$ cat config.mk
export PLATFORM = sky130hd
export DESIGN_NAME = video_timing_gen
export DESIGN_NICKNAME = d
export VERILOG_FILES = /design/src/rtl/video_timing_pkg.sv /design/src/rtl/video_timing_gen_wrap_counter.sv /design/src/rtl/video_timing_gen.sv
export SDC_FILE = /design/constraint.sdc
export NUM_CORES = 1
export LEC_CHECK = 0
export CORE_ASPECT_RATIO = 1.75
export CORE_MARGIN = 2
export CORE_UTILIZATION = 42
export CTS_BUF_LIST = sky130_fd_sc_hd__clkbuf_8
export DETAILED_ROUTE_END_ITERATION = 6
export HOLD_SLACK_MARGIN = 0.15
export PLACE_DENSITY = 0.7
export SETUP_SLACK_MARGIN = 0.5
export SYNTH_ARGS = -nofsm -noshare
export SYNTH_HDL_FRONTEND = slang
export SYNTH_SLANG_ARGS = --single-unit
$ cat constraint.sdc
create_clock -name clk_i -period 2 [get_ports clk_i]
set_clock_uncertainty 0.15 [all_clocks]
set_input_delay 0.4 -clock clk_i [delete_from_list [all_inputs] [get_ports clk_i]]
set_output_delay 0.4 -clock clk_i [all_outputs]
set_load 0.005 [all_outputs]
$ cat src/rtl/video_timing_pkg.sv
// -----------------------------------------------------------------------------
// video_timing_pkg
// Shared constants and types for the video timing generator.
//   - 640x480@60 default timing constants (pixels / lines)
//   - coord_t      : 10-bit pixel column / line coordinate
//   - video_sync_t : registered sync/strobe bundle
//   - in_window()  : half-open range test [lo, hi)
// -----------------------------------------------------------------------------
package video_timing_pkg;

  localparam int   H_ACTIVE_DEF = 640;
  localparam int   H_FP_DEF     = 16;
  localparam int   H_SYNC_DEF   = 96;
  localparam int   H_BP_DEF     = 48;
  localparam int   V_ACTIVE_DEF = 480;
  localparam int   V_FP_DEF     = 10;
  localparam int   V_SYNC_DEF   = 2;
  localparam int   V_BP_DEF     = 33;
  localparam logic SYNC_POL_DEF = 1'b0;

  // Largest total a 10-bit coordinate can count through.
  localparam int   MAX_TOTAL    = 1024;

  typedef logic [9:0] coord_t;

  typedef struct packed {
    logic hsync;
    logic vsync;
    logic de;
    logic line_start;
    logic frame_start;
  } video_sync_t;

  // True when v lies in the half-open window [lo, hi).
  function automatic logic in_window(input int v, input int lo, input int hi);
    return (v >= lo) && (v < hi);
  endfunction

endpackage

$ cat src/rtl/video_timing_gen_wrap_counter.sv
// -----------------------------------------------------------------------------
// wrap_counter
// Modulo-MAX counter that steps on inc_i and wraps MAX-1 -> 0.
// Ports:
//   clk_i   : system clock
//   reset_i : synchronous active-high reset (clears count)
//   inc_i   : advance by one this cycle
//   cnt_o   : current count, 0..MAX-1
//   wrap_o  : combinational, high when this cycle's increment wraps to 0
// -----------------------------------------------------------------------------
module wrap_counter
  import video_timing_pkg::*;
#(
  parameter int MAX = 800
) (
  input  logic       clk_i,
  input  logic       reset_i,
  input  logic       inc_i,
  output logic [9:0] cnt_o,
  output logic       wrap_o
);

  localparam coord_t LAST = coord_t'(MAX - 1);

  coord_t cnt_q;
  coord_t cnt_d;

  assign wrap_o = inc_i && (cnt_q == LAST);
  assign cnt_o  = cnt_q;

  // Next count: hold, step, or wrap back to zero after the last value.
  always_comb begin
    cnt_d = cnt_q;
    if (!inc_i) begin
      cnt_d = cnt_q;
    end else if (cnt_q == LAST) begin
      cnt_d = 10'd0;
    end else begin
      cnt_d = cnt_q + 10'd1;
    end
  end

  // Count register with synchronous reset.
  always_ff @(posedge clk_i) begin
    if (reset_i) begin
      cnt_q <= 10'd0;
    end else begin
      cnt_q <= cnt_d;
    end
  end

endmodule

$ cat src/rtl/video_timing_gen.sv
// -----------------------------------------------------------------------------
// video_timing_gen
// Raster timing generator: horizontal/vertical counters plus registered sync,
// data-enable and start strobes. Outputs reflect the counter position held
// before each enabled edge, so they lag the counters by one enabled cycle.
//
// Build option: define VIDEO_TIMING_FRAME_COUNT_EN to build the 16-bit frame
// counter; otherwise frame_count_o is tied to zero.
//
// Ports:
//   clk_i         : system clock
//   reset_i       : synchronous active-high reset (priority over pix_ce_i)
//   pix_ce_i      : pixel enable, one pixel per high cycle
//   screen_x_o    : current column (including blanking)
//   screen_y_o    : current line (including blanking)
//   hsync_o       : horizontal sync, active level SYNC_POL
//   vsync_o       : vertical sync, active level SYNC_POL, per-pixel evaluated
//   de_o          : active-video data enable
//   line_start_o  : one-cycle strobe for column 0
//   frame_start_o : one-cycle strobe for (0,0)
//   frame_count_o : completed-frame count (zero when not built)
// -----------------------------------------------------------------------------
module video_timing_gen
  import video_timing_pkg::*;
#(
  parameter int   H_ACTIVE = H_ACTIVE_DEF,
  parameter int   H_FP     = H_FP_DEF,
  parameter int   H_SYNC   = H_SYNC_DEF,
  parameter int   H_BP     = H_BP_DEF,
  parameter int   V_ACTIVE = V_ACTIVE_DEF,
  parameter int   V_FP     = V_FP_DEF,
  parameter int   V_SYNC   = V_SYNC_DEF,
  parameter int   V_BP     = V_BP_DEF,
  parameter logic SYNC_POL = SYNC_POL_DEF
) (
  input  logic        clk_i,
  input  logic        reset_i,
  input  logic        pix_ce_i,
  output logic [9:0]  screen_x_o,
  output logic [9:0]  screen_y_o,
  output logic        hsync_o,
  output logic        vsync_o,
  output logic        de_o,
  output logic        line_start_o,
  output logic        frame_start_o,
  output logic [15:0] frame_count_o
);

  localparam int H_TOTAL      = H_ACTIVE + H_FP + H_SYNC + H_BP;
  localparam int V_TOTAL      = V_ACTIVE + V_FP + V_SYNC + V_BP;
  localparam int H_SYNC_START = H_ACTIVE + H_FP;
  localparam int H_SYNC_END   = H_ACTIVE + H_FP + H_SYNC;
  localparam int V_SYNC_START = V_ACTIVE + V_FP;
  localparam int V_SYNC_END   = V_ACTIVE + V_FP + V_SYNC;

  localparam video_sync_t SYNC_RST = '{
    hsync:       ~SYNC_POL,
    vsync:       ~SYNC_POL,
    de:          1'b0,
    line_start:  1'b0,
    frame_start: 1'b0
  };

  if ((H_TOTAL > MAX_TOTAL) || (V_TOTAL > MAX_TOTAL)) begin : g_total_too_big
    $error("video_timing_gen: H_TOTAL and V_TOTAL must not exceed 1024");
  end

  coord_t      h_cnt;
  coord_t      v_cnt;
  logic        h_wrap;
  logic        v_wrap;

  coord_t      x_q;
  coord_t      y_q;
  video_sync_t sync_q;
  video_sync_t sync_d;

  wrap_counter #(.MAX(H_TOTAL)) u_h_cnt (
    .clk_i   (clk_i),
    .reset_i (reset_i),
    .inc_i   (pix_ce_i),
    .cnt_o   (h_cnt),
    .wrap_o  (h_wrap)
  );

  // The line counter steps only when the pixel counter wraps (already gated by pix_ce_i).
  wrap_counter #(.MAX(V_TOTAL)) u_v_cnt (
    .clk_i   (clk_i),
    .reset_i (reset_i),
    .inc_i   (h_wrap),
    .cnt_o   (v_cnt),
    .wrap_o  (v_wrap)
  );

  // Decode sync, enable and strobes from the pre-increment counter position.
  always_comb begin
    sync_d             = SYNC_RST;
    sync_d.hsync       = in_window(int'(h_cnt), H_SYNC_START, H_SYNC_END) ? SYNC_POL : ~SYNC_POL;
    sync_d.vsync       = in_window(int'(v_cnt), V_SYNC_START, V_SYNC_END) ? SYNC_POL : ~SYNC_POL;
    sync_d.de          = (int'(h_cnt) < H_ACTIVE) && (int'(v_cnt) < V_ACTIVE);
    sync_d.line_start  = (h_cnt == 10'd0);
    sync_d.frame_start = (h_cnt == 10'd0) && (v_cnt == 10'd0);
  end

  // Output registers: load on enabled edges; strobes drop on any other cycle.
  always_ff @(posedge clk_i) begin
    if (reset_i) begin
      x_q    <= 10'd0;
      y_q    <= 10'd0;
      sync_q <= SYNC_RST;
    end else if (pix_ce_i) begin
      x_q    <= h_cnt;
      y_q    <= v_cnt;
      sync_q <= sync_d;
    end else begin
      sync_q.line_start  <= 1'b0;
      sync_q.frame_start <= 1'b0;
    end
  end

  assign screen_x_o    = x_q;
  assign screen_y_o    = y_q;
  assign hsync_o       = sync_q.hsync;
  assign vsync_o       = sync_q.vsync;
  assign de_o          = sync_q.de;
  assign line_start_o  = sync_q.line_start;
  assign frame_start_o = sync_q.frame_start;

`ifdef VIDEO_TIMING_FRAME_COUNT_EN
  logic [15:0] frame_cnt_q;
  logic [15:0] frame_cnt_d;

  // v_wrap marks the enabled edge leaving the last pixel of the frame.
  always_comb begin
    frame_cnt_d = frame_cnt_q;
    if (v_wrap) begin
      frame_cnt_d = frame_cnt_q + 16'd1;
    end else begin
      frame_cnt_d = frame_cnt_q;
    end
  end

  // Frame counter register, wraps naturally at 16 bits.
  always_ff @(posedge clk_i) begin
    if (reset_i) begin
      frame_cnt_q <= 16'd0;
    end else begin
      frame_cnt_q <= frame_cnt_d;
    end
  end

  assign frame_count_o = frame_cnt_q;
`else
  logic frame_done_unused;
  assign frame_done_unused = v_wrap;
  assign frame_count_o     = 16'h0000;
`endif

endmodule

==> impl_metrics.py, run 1 <==
metrics = {
    "outcome": {
        "status": "finished clean",
    },
    "detailed_routing": {
        "drc_errors": 0,
        "firstDrtPassIters": 4,
        "drt_iter0_markers": 43,
        "vias_per_cell": 5.26,
        "dr_total_vias": 1721,
        "ant_nets": 0,
        "post_drt_wl_per_cell_um": 14.8,
        "drt-total-wl_um": 4830,
    },
    "clock_tree": {
        "clkSinkCount": 45,
        "clk_pin_slew_worst_paths_ns": 0.08,
        "clk_latency_ns": 0.29,
        "numCtsBuffers": 5,
        "cts_buffer_depth": 2,
        "h-tree-depth": 2,
        "cts-root-buf": "clkbuf_8",
        "cts_tree": "built",
    },
    "synth": {
        "synth_compound_area_share_pct": 5.22,
        "synth_edf_count": 0,
        "synthMuxAreaShare_pct": 9.85,
        "synth-seq-area-share_pct": 42.2,
        "async_flop_share_pct": 0,
        "synthCells": 231,
        "synth-xor-area-share_pct": 4.93,
        "synth_flop_cell": "dfxtp_1",
        "netlist_area_um2": 2130,
        "synth_warnings": 0,
        "synth_top_family_by_area": "simple AND/OR/NAND/NOR gates",
        "synth_top_area_share_pct": 42.2,
        "synth_top_area_cell": "dfxtp_1",
        "synthAdderAreaFrac_pct": 2.93,
        "netlist-cell-type-count": 41,
        "synth_area_leaders": "dfxtp_1 (42%), mux2i_1 (9.9%), buf_4 (6.3%)",
        "synth-simple-area-share_pct": 23.2,
        "synth_seq_cells": 45,
        "avgSynthCellArea_um2": 9.24,
    },
    "flow_run": {
        "cap_viol_max_count": 0,
    },
    "worst_setup_path": {
        "reg2reg_to": "u_v_cnt.cnt_o[8]",
        "cpPeakStageDelay_ns": 0.48,
        "r2r_cells": 4,
        "crit_type": "register to register",
        "start_kind": "register",
        "regToRegStartpoint": "u_h_cnt.cnt_o[6]",
        "r2r_slack_ns": 0.22,
        "critical_path.cell_chain": "or2_4 > or3_4 > or4_4 > a21oi_2",
        "worstPathRequired_ns": 2.08,
        "endpoint_kind": "register",
        "crit_fanout": 3,
        "crit_slowest_cell": "or4_4",
        "worstPathArrival_ns": 1.86,
    },
    "global_routing": {
        "grtUsageTotal_pct": 18.3,
        "grt_max_degree": 26,
        "grt_pass1_wl_um": 8000,
        "grt_overflow": 0,
        "grt_pass1_vias": 1717,
        "antenna_found_initial": 0,
    },
    "placement": {
        "placedCellCount": 314,
        "dp_slack_ns": -0.235,
        "port_buffers": 27,
        "hpwl_um": 3490,
        "gp_congestion": 0.833,
    },
    "timing": {
        "clock.fmax_ghz": 0.561,
        "fin_crit_sh_pct": 89.2,
        "period_minus_slack_ns": 1.78,
        "setup_viol": 0,
        "hold_viol": 0,
        "finalSetupTns_ns": 0,
        "fin_ws_ns": 0.216,
        "rsz0062_at_grt": "yes",
        "drv_slew": 0,
    },
    "die": {
        "die_h_um": 98.3,
        "core-area_um2": 4930,
        "die_x_um": 57.9,
        "die_area_um2": 5690,
        "start_util_pct": 43.2,
        "rows": 34,
        "ios": 44,
    },
    "power": {
        "total_power_uw": 1560,
        "leakage_uw": 0.00120,
        "power_density_nw_per_um2": 576,
        "peakVddDrop_mv": 0.587,
    },
    "hold_path": {
        "holdPathEnd": "de_o",
        "hold_class": "register to register",
        "holdPathStages": 2,
        "worstHoldStart": "de_o",
    },
    "cells_and_area": {
        "final_cells": 327,
        "n_antenna_cell": 0,
        "nets": 281,
        "areaGrowthSynthToFinish_pct": 26.9,
        "drive_above_1_share_pct": 26.7,
        "fill_cells": 448,
    },
}
-- stage by stage --
stage	utilization, %	area [um^2]	hold WS (ns)
5_1_grt	54.9	2710	0.330
3_3_place_gp	50.5	2490	0.321
3_5_place_dp	50.5	2490	0.323
4_1_cts	53.7	2650	0.320
2_1_floorplan	-	2240	0.306
6_report	54.9	2710	0.321
-- repair_timing --
item | in CTS | in global routing
setup endpoints to repair | 56 | 22
gates cloned | 0 | 0
resized for setup | 48 | 15
hold buffers | 0 | 0
pin swaps | 3 | 4
buffers inserted | 5 | 1
-- state kept, by name, summed over array words and instances (netlist names) --
name,count
u_h_cnt.cnt_o,10
de_o,1
line_start_o,1
screen_x_o,10
hsync_o,1
frame_start_o,1
screen_y_o,10
vsync_o,1
u_v_cnt.cnt_o,10
-- per-layer routing --
metal	share of wire [%]	GRT usage (%)	vias up	wire (um)
met4	4.0	11.1	0	192
met2	55	32.1	58	2650
met5	0	0	-	0
met1	37	19.5	804	1790
met3	4.0	3.18	12	195
li1	-	-	847	-
-- cell families after synthesis --
family          after synthesis
compound gates               18
xor+xnor                     12
simple gates                 89
fa+ha+maj                     5
flops                        45
other cells                   1
mux                          21
buf+inv                      40
-- layout make-up --
type / count / area (um^2) / share of cell area, %
Clock inverter: 1 / 7.51 / 0.277
Tap cell: 54 / 67.6 / 2.50
Timing Repair Buffer: 53 / 460 / 17.0
Inverter: 7 / 26.3 / 0.970
Clock buffer: 6 / 82.6 / 3.05
Sequential cell: 45 / 940 / 34.7
Multi-Input combinational cell: 161 / 1120 / 41.5
-- where the power goes --
group	total, uW	internal (uW)	switching, uW
Sequential	905	900	5.10
Combinational	94.6	42.0	52.6
Clock	559	273	286
-- worst max-delay path: cells and delay by family (launching register included) --
| kind | cells | cell delay, ns |
|---|---|---|
| AOI/OAI and AO/OA | 1 | 0.12 |
| and+or+nand+nor | 3 | 1.08 |
| DFF | 1 | 0.36 |
-- worst max-delay path by stage --
stage / startpoint / endpoint / slack [ns] / depth (start not counted)
floorplan: u_h_cnt.cnt_o[6] / u_v_cnt.cnt_o[8] / 0.1 / 6
global placement: pix_ce_i / u_v_cnt.cnt_o[8] / -0.22 / 5
detailed placement: pix_ce_i / u_v_cnt.cnt_o[8] / -0.23 / 5
CTS: u_h_cnt.cnt_o[6] / u_v_cnt.cnt_o[8] / 0.20 / 4
global route: u_h_cnt.cnt_o[6] / u_v_cnt.cnt_o[6] / 0.17 / 5
finish: u_h_cnt.cnt_o[6] / u_v_cnt.cnt_o[8] / 0.22 / 4
-- synthesized netlist by cell type, drive strengths merged, types with 2 or more instances --
master   n
mux2i   21
ha       5
clkbuf   7
dfxtp   45
inv      7
and3     4
buf     26
xnor2    7
and4     4
nor2b    2
o21ai    5
a21oi    8
nand3    9
nand2    8
nor4     8
xor2     5
or3      2
nor3     9
nor2    30
nor4b    2
nand4b   2
nand4    4
o311ai   2
-- cells in the final DEF (no fill, tap or decap), types with 5 or more instances in the layout --
cell           netlist  routed
dfxtp_2              0      19
inv_1                7       7
dfxtp_1             45      22
xor2_1               5       5
dlygate4sd2_1        0      26
a21oi_1              7       7
nor2_1              30      30
buf_4               18      22
clkbuf_8             0       6
nor3_1               9       9
mux2i_1             21      21
nor4_1               8       5
conb_1               1      16
xnor2_1              7       7
nand3_1              9       9
nand2_1              8       8
Power figures use the tool's default switching activity.
==> inputs of run 2 (changes only) <==
CORE_ASPECT_RATIO = 1.4   (was 1.75)
CORE_UTILIZATION = 48   (was 42)
PLACE_DENSITY = 0.79   (was 0.7)
REMOVE_ABC_BUFFERS = 1   (was default)
==> impl_metrics.py, run 2 (synthesis results as in run 1) <==
metrics = {
    "cells_and_area": {
        "utilization_pct": 63.9,
        "drive_above_1_share_pct": 24.7,
        "areaGrowthSynthToFinish_pct": 27.0,
        "fin_area_um2": 2710,
        "final_cells": 335,
        "fill_cells": 352,
        "final_cell_mix": "nor2_1 (30), dfxtp_1 (30), dlygate4sd2_1 (26)",
        "nets": 283,
        "n_antenna_cell": 0,
    },
    "power": {
        "power.switching_uw": 357,
        "peakVddDrop_mv": 0.623,
        "total_power_uw": 1580,
        "p_sw_share_pct": 22.6,
        "seq_power_share_pct": 57.6,
        "clkPwrFrac_pct": 36.2,
        "leakage_uw": 0.00120,
        "p_int_uw": 1220,
        "power_density_nw_per_um2": 582,
        "comb_power_share_pct": 6.2,
    },
    "die": {
        "ios": 44,
        "rows": 28,
        "start_util_pct": 50.3,
        "die_h_um": 82.9,
        "core-area_um2": 4240,
        "die_area_um2": 5000,
        "die_x_um": 60.3,
    },
    "global_routing": {
        "grt_overflow": 0,
        "antenna_found_initial": 0,
        "grt_max_degree": 19,
        "grt_pass1_vias": 1677,
        "grtUsageTotal_pct": 19.2,
        "grt_pass1_wl_um": 7470,
    },
    "worst_setup_path": {
        "crit_type": "register to register",
        "worstPathArrival_ns": 1.87,
        "cpPeakStageDelay_ns": 0.48,
        "start_kind": "register",
        "critPathTopFamily": "simple AND/OR/NAND/NOR gates",
        "crit_slowest_cell": "or4_4",
        "worstPathRequired_ns": 2.09,
        "critical_path.cell_chain": "ha_4 > nand4_1 > or3_4 > or4_4 > a21oi_2",
        "crit_buf_inv": 0,
        "crit_fanout": 2,
        "endpoint_kind": "register",
    },
    "detailed_routing": {
        "drc_errors": 0,
        "ant_nets": 0,
        "firstDrtPassIters": 4,
        "drt_iter0_markers": 55,
        "post_drt_wl_per_cell_um": 13.7,
        "vias_per_cell": 5.20,
        "drt-total-wl_um": 4580,
        "dr_total_vias": 1743,
    },
    "timing": {
        "fin_crit_sh_pct": 89.0,
        "drv_slew": 0,
        "rsz0062_at_grt": "yes",
        "hold_viol": 0,
        "period_minus_slack_ns": 1.78,
        "clock.fmax_ghz": 0.562,
        "setup_viol": 0,
    },
    "placement": {
        "placedCellCount": 325,
        "port_buffers": 27,
        "gp_congestion": 0.844,
        "hpwl_um": 3250,
        "dpl_cell_area_um2": 2500,
    },
    "outcome": {
        "status": "finished clean",
    },
    "clock_tree": {
        "clk_pin_slew_worst_paths_ns": 0.08,
        "h-tree-depth": 2,
        "clk_latency_ns": 0.30,
        "clkSinkCount": 45,
        "cts_buffer_depth": 2,
        "cts_hold_buf": 0,
        "cts-root-buf": "clkbuf_8",
        "numCtsBuffers": 5,
        "cts_tree": "built",
    },
    "hold_path": {
        "hold_class": "register to register",
    },
    "flow_run": {
        "cap_viol_max_count": 0,
    },
}
## run 2: cell types whose count changed in the layout (fill, tap and decap cells not counted), sizes merged
cell	previous run	this run
buf	26	28
## run 2: through the flow
step | setup slack [ns] | hold slack (ns) | TNS [ns]
2_1_floorplan | -0.164 | 0.300 | -0.182
3_3_place_gp | -0.220 | 0.313 | -1.08
3_5_place_dp | -0.222 | 0.308 | -1.48
4_1_cts | 0.141 | 0.315 | 0
5_1_grt | 0.147 | 0.326 | 0
6_report | 0.220 | 0.316 | 0
## run 2: layout make-up
class | count | area (um^2) | share of cell area (%)
clock buffers | 6 | 82.6 | 3.05
multi-input cells | 161 | 1130 | 41.9
clock inverters | 1 | 7.51 | 0.277
well taps | 60 | 75.1 | 2.77
repair buffers | 55 | 463 | 17.1
inverters | 7 | 26.3 | 0.970
flip-flops and latches | 45 | 920 | 33.9
## run 2: timing repair
action | CTS | global route
gates cloned | 0 | 0
endpoints found under the setup margin | 61 | 21
pin swaps | 6 | 8
resized for setup | 46 | 17
endpoints found under the hold margin | 0 | 0
setup buffers | 1 | 2
## run 2: power groups by stage
stage	Clock [uW]	Sequential (uW)	Combinational [uW]
3_3_place_gp	0	929	92.8
5_1_grt	611	910	108
2_1_floorplan	0	930	32.8
6_report	570	909	97.8
3_5_place_dp	0	929	94.5
4_1_cts	583	909	91.4
## run 2: final timing paths
check        cells past startpoint               end        startpoint  slack [ns]
max                              5  u_v_cnt.cnt_o[8]  u_h_cnt.cnt_o[1]        0.22
min reg2reg                      2              de_o              de_o        0.32
min                              2              de_o              de_o        0.32
max reg2reg                      5  u_v_cnt.cnt_o[8]  u_h_cnt.cnt_o[1]        0.22
## run 2: routing by layer
layer / share of wire, % / up-vias / global-route usage, %
met1: 42 / 830 / 22.4
li1: - / 856 / -
met3: 3.8 / 12 / 4.05
met2: 50 / 45 / 31.7
met4: 3.1 / 0 / 10.1
met5: 0 / - / 0
## run 2: worst min-delay path: cells and delay by family, from the launching register on
family	cells	cell delay (ns)
flops	1	0.31
simple gates	1	0.06
compound gates	1	0.05
